<file path="config.mk">
export PLATFORM = sky130hd
export DESIGN_NAME = adc_sbc_seq
export DESIGN_NICKNAME = d
export VERILOG_FILES = /design/src/rtl/adc_sbc_seq.sv
export SDC_FILE = /design/constraint.sdc
export NUM_CORES = 1
export LEC_CHECK = 0
export ABC_CLOCK_PERIOD_IN_PS = 5850
export CORE_MARGIN = 2
export CORE_UTILIZATION = 35
export CTS_CLUSTER_DIAMETER = 50
export CTS_CLUSTER_SIZE = 12
export DETAILED_ROUTE_END_ITERATION = 8
export GPL_TIMING_DRIVEN = 0
export PLACE_DENSITY = 0.63
export REMOVE_ABC_BUFFERS = 1
export SETUP_SLACK_MARGIN = 0.3
export SLEW_MARGIN = 20
export SYNTH_ARGS = -nofsm -noshare
export SYNTH_HDL_FRONTEND = slang
export SYNTH_HIERARCHICAL = 1
export SYNTH_SLANG_ARGS = --single-unit
</file>
<file path="constraint.sdc">
create_clock -name clk -period 5.85 [get_ports clk]
set_clock_uncertainty 0.05 [all_clocks]
set_input_delay 1.755 -clock clk [delete_from_list [all_inputs] [get_ports clk]]
set_output_delay 1.755 -clock clk [all_outputs]
set_load 0.05 [all_outputs]
</file>
<file path="src/rtl/adc_sbc_seq.sv">
// adc_sbc_seq: multi-cycle 6502 ADC/SBC unit around one CLA; BCD correction reuses the adder.
// Decimal mode and the ADJ state exist only when ADC_SBC_DECIMAL_EN is defined.
module cla_8bit (
  input  logic [7:0] i_a,
  input  logic [7:0] i_b,
  input  logic       i_c,
  output logic [7:0] o_s,
  output logic       o_c
);
  logic [7:0] w_g, w_p;
  logic [8:0] w_c;
  assign w_g = i_a & i_b;
  assign w_p = i_a ^ i_b;
  always_comb begin
    w_c[0] = i_c;
    for (int i = 0; i < 8; i++) w_c[i+1] = w_g[i] | (w_p[i] & w_c[i]);
  end
  assign o_s = w_p ^ w_c[7:0];
  assign o_c = w_c[8];
endmodule

module adc_sbc_seq (
  input  logic       clk,
  input  logic       rst,
  input  logic       start,
  input  logic       sub,
  input  logic       decimal,
  input  logic [7:0] a,
  input  logic [7:0] b,
  input  logic       carry_in,
  output logic [7:0] result,
  output logic       c_out,
  output logic       v_out,
  output logic       n_out,
  output logic       z_out,
  output logic       busy,
  output logic       done
);
  localparam logic [1:0] IDLE = 2'd0;
  localparam logic [1:0] ADD  = 2'd1;
  localparam logic [1:0] DONE = 2'd3;
  logic [1:0] r_state;
  logic [7:0] r_a, r_b, r_result;
  logic       r_cin, r_c, r_vf, r_n, r_z;
  logic [7:0] w_add_a, w_add_b, w_sum;
  logic       w_add_c, w_co, w_v;
  cla_8bit u_cla (.i_a(w_add_a), .i_b(w_add_b), .i_c(w_add_c), .o_s(w_sum), .o_c(w_co));
  assign w_v = (r_a[7] == r_b[7]) && (w_sum[7] != r_a[7]);
`ifdef ADC_SBC_DECIMAL_EN
  localparam logic [1:0] ADJ = 2'd2;
  logic [7:0] r_s, w_corr;
  logic       r_sub, r_dec, r_co, r_hc, r_v, w_lo, w_hi;
  // SBC correction subtracts 6 per nibble; the low-nibble fix also borrows from the high nibble
  assign w_lo    = r_sub ? !r_hc : (r_hc || r_s[3:0] > 4'd9);
  assign w_hi    = r_sub ? !r_co : (r_co || r_s > 8'h99);
  assign w_corr  = r_sub ? ((w_lo ? 8'hFA : 8'h00) + (w_hi ? 8'hA0 : 8'h00))
                         : {w_hi ? 4'h6 : 4'h0, w_lo ? 4'h6 : 4'h0};
  assign w_add_a = (r_state == ADJ) ? r_s : r_a;
  assign w_add_b = (r_state == ADJ) ? w_corr : r_b;
  assign w_add_c = (r_state == ADJ) ? 1'b0 : r_cin;
  assign busy    = (r_state == ADD) || (r_state == ADJ);
`else
  logic w_unused;
  assign w_unused = decimal;
  assign w_add_a  = r_a;
  assign w_add_b  = r_b;
  assign w_add_c  = r_cin;
  assign busy     = (r_state == ADD);
`endif
  assign done   = (r_state == DONE);
  assign result = r_result;
  assign c_out  = r_c;
  assign v_out  = r_vf;
  assign n_out  = r_n;
  assign z_out  = r_z;
  always_ff @(posedge clk or posedge rst) begin
    if (rst) begin
      r_state  <= IDLE;
      r_a      <= 8'h00;
      r_b      <= 8'h00;
      r_cin    <= 1'b0;
      r_result <= 8'h00;
      r_c      <= 1'b0;
      r_vf     <= 1'b0;
      r_n      <= 1'b0;
      r_z      <= 1'b0;
`ifdef ADC_SBC_DECIMAL_EN
      r_s      <= 8'h00;
      r_sub    <= 1'b0;
      r_dec    <= 1'b0;
      r_co     <= 1'b0;
      r_hc     <= 1'b0;
      r_v      <= 1'b0;
`endif
    end else begin
      case (r_state)
        IDLE, DONE: begin
          if (start) begin
            r_a     <= a;
            r_b     <= sub ? ~b : b;
            r_cin   <= carry_in;
            r_state <= ADD;
`ifdef ADC_SBC_DECIMAL_EN
            r_sub   <= sub;
            r_dec   <= decimal;
`endif
          end else begin
            r_state <= IDLE;
          end
        end
        ADD: begin
`ifdef ADC_SBC_DECIMAL_EN
          r_s  <= w_sum;
          r_co <= w_co;
          r_hc <= r_a[4] ^ r_b[4] ^ w_sum[4];
          r_v  <= w_v;
          if (r_dec) begin
            r_state <= ADJ;
          end else begin
            r_result <= w_sum;
            r_c      <= w_co;
            r_vf     <= w_v;
            r_n      <= w_sum[7];
            r_z      <= (w_sum == 8'h00);
            r_state  <= DONE;
          end
`else
          r_result <= w_sum;
          r_c      <= w_co;
          r_vf     <= w_v;
          r_n      <= w_sum[7];
          r_z      <= (w_sum == 8'h00);
          r_state  <= DONE;
`endif
        end
`ifdef ADC_SBC_DECIMAL_EN
        ADJ: begin
          r_result <= w_sum;
          r_c      <= r_sub ? r_co : w_hi;
          r_vf     <= r_v;
          r_n      <= w_sum[7];
          r_z      <= (w_sum == 8'h00);
          r_state  <= DONE;
        end
`endif
        default: r_state <= IDLE;
      endcase
    end
  end
endmodule

</file>
==> results of run 1 <==
[placed cells by master, fill, tap and decap left out, types with 2 or more instances in the layout]
cell type        synthesis  final
inv_1                   13     12
xnor2_1                  8      8
clkbuf_8                 0      6
mux2_2                  16     16
nor4_1                   2      2
a21oi_1                 17     17
dfrtp_1                 30     30
ha_1                     3      3
mux2_4                   2      2
nor2_1                   2      2
fa_1                     8      8
clkdlybuf4s50_1          0     34
[final cells by class]
| type | instances | area (µm²) |
|---|---|---|
| Tap cell | 50 | 62.6 |
| Multi-Input combinational cell | 64 | 629 |
| Inverter | 13 | 48.8 |
| Fill cell | 366 | 2130 |
| Clock buffer | 7 | 86.3 |
| Timing Repair Buffer | 34 | 340 |
| Clock inverter | 1 | 5.00 |
| Sequential cell | 30 | 751 |
[cell usage after synthesis]
master | n | area share (%)
fa_1 | 8 | 11
clkbuf_2 | 1 | 0.34
nor2_1 | 2 | 0.50
buf_6 | 3 | 2.3
xnor2_1 | 8 | 4.7
ha_1 | 3 | 2.5
nor2b_1 | 1 | 0.42
mux2_4 | 2 | 2.0
buf_4 | 2 | 1.0
a21oi_1 | 17 | 5.7
mux2_2 | 16 | 12
a31o_2 | 1 | 0.59
buf_2 | 1 | 0.34
nor4_1 | 2 | 0.84
dfrtp_1 | 30 | 50
a31oi_1 | 1 | 0.42
or3b_2 | 1 | 0.59
nand3b_1 | 1 | 0.50
and2_4 | 1 | 0.59
inv_1 | 13 | 3.3
[sequential cells by signal, indices dropped and copies added, names as in the netlist]
register / flops
r_b: 8
v_out: 1
r_state: 2
result: 8
r_cin: 1
c_out: 1
r_a: 8
z_out: 1
[where the power goes]
part           internal, µW  switching [µW]
clock network          94.7            75.5
registers               316            72.1
logic                   327             409
[metal layers]
metal  track usage [%]  wire length, µm  vias up
li1                  -                -      437
met5                 0                0        -
met1              16.2             1160      446
met2              18.9             1270       26
met4              7.84               78        0
met3              4.22              132        6
[worst paths after layout]
check	endpoint	cells after the start	startpoint
max	v_out	14	r_a[0]
min	r_a[0]	1	r_a[0]
max reg2reg	v_out	14	r_a[0]
min reg2reg	r_a[0]	1	r_a[0]
max in group asynchronous	r_b[0]	2	rst
min in group asynchronous	result[3]	2	rst
[cell families after synthesis]
kind of cell | synth area share (%)
compound gates | 6.73
xor+xnor | 4.71
fa+ha+maj | 13.3
buf+inv | 7.23
flops | 50.5
mux | 14.1
simple gates | 3.45
[metrics by stage]
stage / instances / instance area [µm²] / hold WS (ns)
floorplan: 107 / 1430 / 0.431
global placement: 191 / 1830 / 0.444
detailed placement: 191 / 1830 / 0.450
CTS: 199 / 1920 / 0.464
global route: 199 / 1920 / 0.487
finish: 199 / 1920 / 0.460
==> impl_results.md, run 1 <==
* Reg clk slew, reported paths at 0.06 ns
* Die width at 69.2 µm
* DRT antenna net count at 0
* CP most frequent cell: fa_1
* Clock root buffer: clkbuf_8
* Final Util at 47.4%
* Die Ht at 69.2 µm
* Largest net degree at the start of global routing at 31
* WP data required at 6.01 ns
* # diodes at 0
* Drt via density at 4.60
* Delay-heaviest family, CP: adder cells
* Drt initial violations at 30
* Post-CTS setup buffers at 0
* PwrDens at 673 nW/µm²
* RD Place Congestion at 0.746
* Area grow syn2layout at 29.3%
* Run status: finished clean
* FF-to-FF setup slack at 1.53 ns
* Max clock buf depth at 2
* Critical Path, Cell by Cell: inv_1, fa_1, inv_1, fa_1, fa_1, fa_1, fa_1, fa_1, fa_1, inv_1, fa_1, inv_1, or3b_2, a31oi_1
* Critical Path AT at 4.48 ns
* Post-CTS Hold Buffers at 0
* Post-Syn Area at 1490 µm²
* H-Tree Depth at 2
* IO Port Bufs at 34
* Setup WS pre-CTS at 1.52 ns
* Slowest cell delay on critical path at 0.44 ns
* Initial antenna violation count at 0
* CTS resizes at 0
* HP Class: flip-flop to flip-flop
* Total congestion overflow at 0
* Row count at 23
* I/O pin cnt at 36
* Initial core utilization at 36.7%
* Max Transition Viols Final at 0
* Worst-Skew Late Latency at 0.28 ns
* Worst-Margin Slew at 0.630 ns
* DR vias at 915
* CP Class: flip-flop to flip-flop
* Floorplan Core Area at 4060 µm²
* Final period util at 73.8%
* Max VDD drop at 0.000164 V
* Die area at 4790 µm²
* Final WS setup at 1.53 ns
* Vias in the first global route at 987
* Share of cells above drive strength 1 at 19.5%
* Startpoint types: flip-flop
* Nets at 181
* Register area share after synthesis at 50.5%
* CTS Buf Count at 5
* Final HPWL DP at 1980 µm
* Fin Setup TNS at 0 ns
* Fin. Hold Viols at 0
* First-pass GRT wire length at 4700 µm
* Final setup viols at 0
* Avg Inst Size Synth at 13.0 µm²
* Synth Instances at 114
* CP Capture Type: flip-flop
* CP max-delay cell: or3b_2
* Power, Total at 1290 µW
* Achievable Freq at 232 MHz
* Bufs and invs on worst path at 4
* RSZ-0062 raised after global routing: no
* CTS sink cnt at 30
* Rel. slew slack at 57.9%
* Final min period at 4.32 ns
* CTS tree: done
* Total Routed Length at 2640 µm
* DRC Markers at 0
* Unique masters post-synth at 20
* Crit-path max FO at 4
* Max-Cap Viols at 0
* Avg WL per Cell at 13.3 µm
* Leak at 0.000815 µW
* Gr usage total at 12.8%
* Yosys warns at 6
* Yosys reg bits at 30
* First-pass DRT Iterations at 4
(Power assumes the default switching activity.)
==> run 2: changes to the inputs <==
ABC_CLOCK_PERIOD_IN_PS = 4410   (was 5850)
clock period = 4.41 ns   (was 5.85 ns; I/O delays follow)
==> run 2 against run 1 <==
Effect of this change: count of clock-buffer cells in the layout unchanged; first-iteration DRC count down 3.3%; combinational power up 36%; power up 35%; critical path depth unchanged; via count down 0.11%; worst hold slack better by 0.0030 ns; die area unchanged; fmax up 7.7%; sequential share of layout area down 0.30 points; worst setup slack worse by 1.1 ns; critical endpoint unchanged; largest cell class unchanged.
==> impl_results.md, run 2 (synthesis gave the netlist of run 1 again) <==
* Run status: finished clean
* DR vias at 914 (-0.11%)
* Initial antenna violation count at 0 (unchanged)
* Nets at 181 (unchanged)
* First-pass DRT Iterations at 4 (unchanged)
* Avg WL per Cell at 13.3 µm (about the same)
* Worst-Skew Late Latency at 0.28 ns (about the same)
* CTS tree: done
* Clock power share at 12.9% (-0.2 points)
* Post-CTS Hold Buffers at 0 (unchanged)
* P_sw at 747 µW (+34%)
* Max clock buf depth at 2 (unchanged)
* Leak at 0.000809 µW (-0.73%)
* Met3 GRT Util at 4.22% (unchanged)
* DRC Markers at 0 (unchanged)
* Die area at 4790 µm² (unchanged)
* CTS Buf Count at 5 (unchanged)
* Worst-Margin Slew at 0.627 ns (-0.00302 ns)
* FF-to-FF setup slack at 0.40 ns (-1.13 ns)
* Share of cells above drive strength 1 at 24.8% (+5.4 points)
* Max Transition Viols Final at 0 (unchanged)
* Power, Total at 1750 µW (+35%)
* RSZ-0062 raised after global routing: yes
* Reg clk slew, reported paths at 0.06 ns (about the same)
* Floorplan Core Area at 4060 µm² (unchanged)
* I/O pin cnt at 36 (unchanged)
* Met1 usage at 16.2% (about the same)
* R2r endpoint: v_out
* Area grow syn2layout at 30.3%
* Total congestion overflow at 0 (unchanged)
* Commonest non-fill, non-tap cell in the layout: clkdlybuf4s50_1
* CP Capture Point: v_out
* PwrDens at 900 nW/µm² (+34%)
* Initial core utilization at 36.7% (unchanged)
* Fin. Hold Viols at 0 (unchanged)
* Vias in the first global route at 977 (-1.0%)
* R2r worst-path depth at 14 (unchanged)
* Cell area after layout at 1940 µm² (+0.78%)
* Die Ht at 69.2 µm (unchanged)
* CP Capture Type: flip-flop
* DRT antenna net count at 0 (unchanged)
* WP data required at 4.57 ns (-1.44 ns)
* Clock root buffer: clkbuf_8
* GR peak layer: met2
* Placed Instance Area at 1830 µm² (unchanged)
* Crit-path max FO at 4 (unchanged)
* Comb power frac at 57.3% (+0.4 points)
* Final setup viols at 0 (unchanged)
* Final min period at 4.01 ns (-0.307 ns)
* Critical Path AT at 4.17 ns (-0.31 ns)
* # diodes at 0 (unchanged)
* Row count at 23 (unchanged)
* Sw Share at 42.8% (-0.17 points)
* M2 GR Usage at 18.7% (-0.21 points)
* CP Class: flip-flop to flip-flop
* Fin Setup TNS at 0 ns (unchanged)
* First-pass GRT wire length at 4660 µm (-0.72%)
* Commonest non-fill, non-tap cells in the layout: clkdlybuf4s50_1 (34), dfrtp_1 (30), a21oi_1 (17)
* Largest net degree at the start of global routing at 31 (unchanged)
* Sequential Power Share at 29.9% (about the same)
* Max VDD drop at 0.000219 V (+34%)
* H-Tree Depth at 2 (unchanged)
* Achievable Freq at 249 MHz (+7.7%)
* Drt initial violations at 29 (-3.3%)
* Critical Path Source: r_b[0]
* Total Routed Length at 2640 µm (about the same)
* IO Port Bufs at 34 (unchanged)
* Reg-to-reg startpoint: r_b[0]
* Startpoint types: flip-flop
* Rel. slew slack at 58.2% (+0.26 points)
* Drt via density at 4.59 (-0.11%)
* Max-Cap Viols at 0 (unchanged)
* HP Class: flip-flop to flip-flop
* CTS sink cnt at 30 (unchanged)
* Gr usage total at 12.7% (-0.066 points)
* Hold Path Origin: r_cin
* RD Place Congestion at 0.746 (unchanged)
* Internal Power at 998 µW (+35%)
* Final HPWL DP at 1980 µm (unchanged)
* Final period util at 90.9% (+17 points)
* Die width at 69.2 µm (unchanged)
run 2: cell counts in the layout (fill, tap and decap cells not counted):
No cell type changed its count.
run 2: per-stage QoR:
step	util, %	hold WS (ns)	cells	setup slack, ns
final	47.8	0.463	199	0.401
after global routing	47.8	0.487	199	0.200
after CTS	47.7	0.464	199	0.328
after detailed placement	45.1	0.450	191	0.0823
after global placement	45.1	0.444	191	0.116
after floorplan	-	0.431	107	0.283
run 2: worst min-delay path by stage:
stage | end | slack, ns | cells after the start
floorplan | r_a[0] | 0.43 | 1
global placement | result[4] | 0.44 | 1
detailed placement | r_a[0] | 0.45 | 1
CTS | r_a[0] | 0.46 | 1
global route | result[5] | 0.49 | 1
finish | r_cin | 0.46 | 1
run 2: area by class of cell:
class	count	area, µm²
Timing Repair Buffer	34	340
Inverter	13	48.8
Sequential cell	30	751
Multi-Input combinational cell	64	644
Clock inverter	1	5.00
Tap cell	50	62.6
Fill cell	362	2120
Clock buffer	7	86.3
run 2: what timing repair did:
action                     CTS  global route
resized for setup            6             2
setup buffers                0             0
pin swaps                    0             1
setup endpoints to repair    1             1
run 2: power by group through the flow:
| stage | registers (µW) | logic (µW) | clock network [µW] |
|---|---|---|---|
| floorplan | 689 | 528 | 0 |
| global placement | 517 | 962 | 0 |
| detailed placement | 523 | 987 | 0 |
| CTS | 523 | 1010 | 232 |
| global route | 545 | 1110 | 244 |
| finish | 521 | 999 | 225 |
run 2: metal layers:
layer / wire [µm] / vias to the layer above
li1: - / 438
met1: 1160 / 444
met2: 1260 / 26
met3: 129 / 6
met4: 78 / 0
met5: 0 / -
run 2: worst max-delay path, cell delays in order (launching register included):
cell	delay, ns
dfrtp_1	0.37
inv_1	0.07
fa_1	0.16
inv_1	0.05
fa_2	0.34
fa_2	0.35
fa_2	0.35
fa_2	0.34
fa_2	0.35
fa_2	0.33
inv_1	0.07
fa_1	0.41
inv_2	0.08
or3b_2	0.43
a31oi_1	0.16
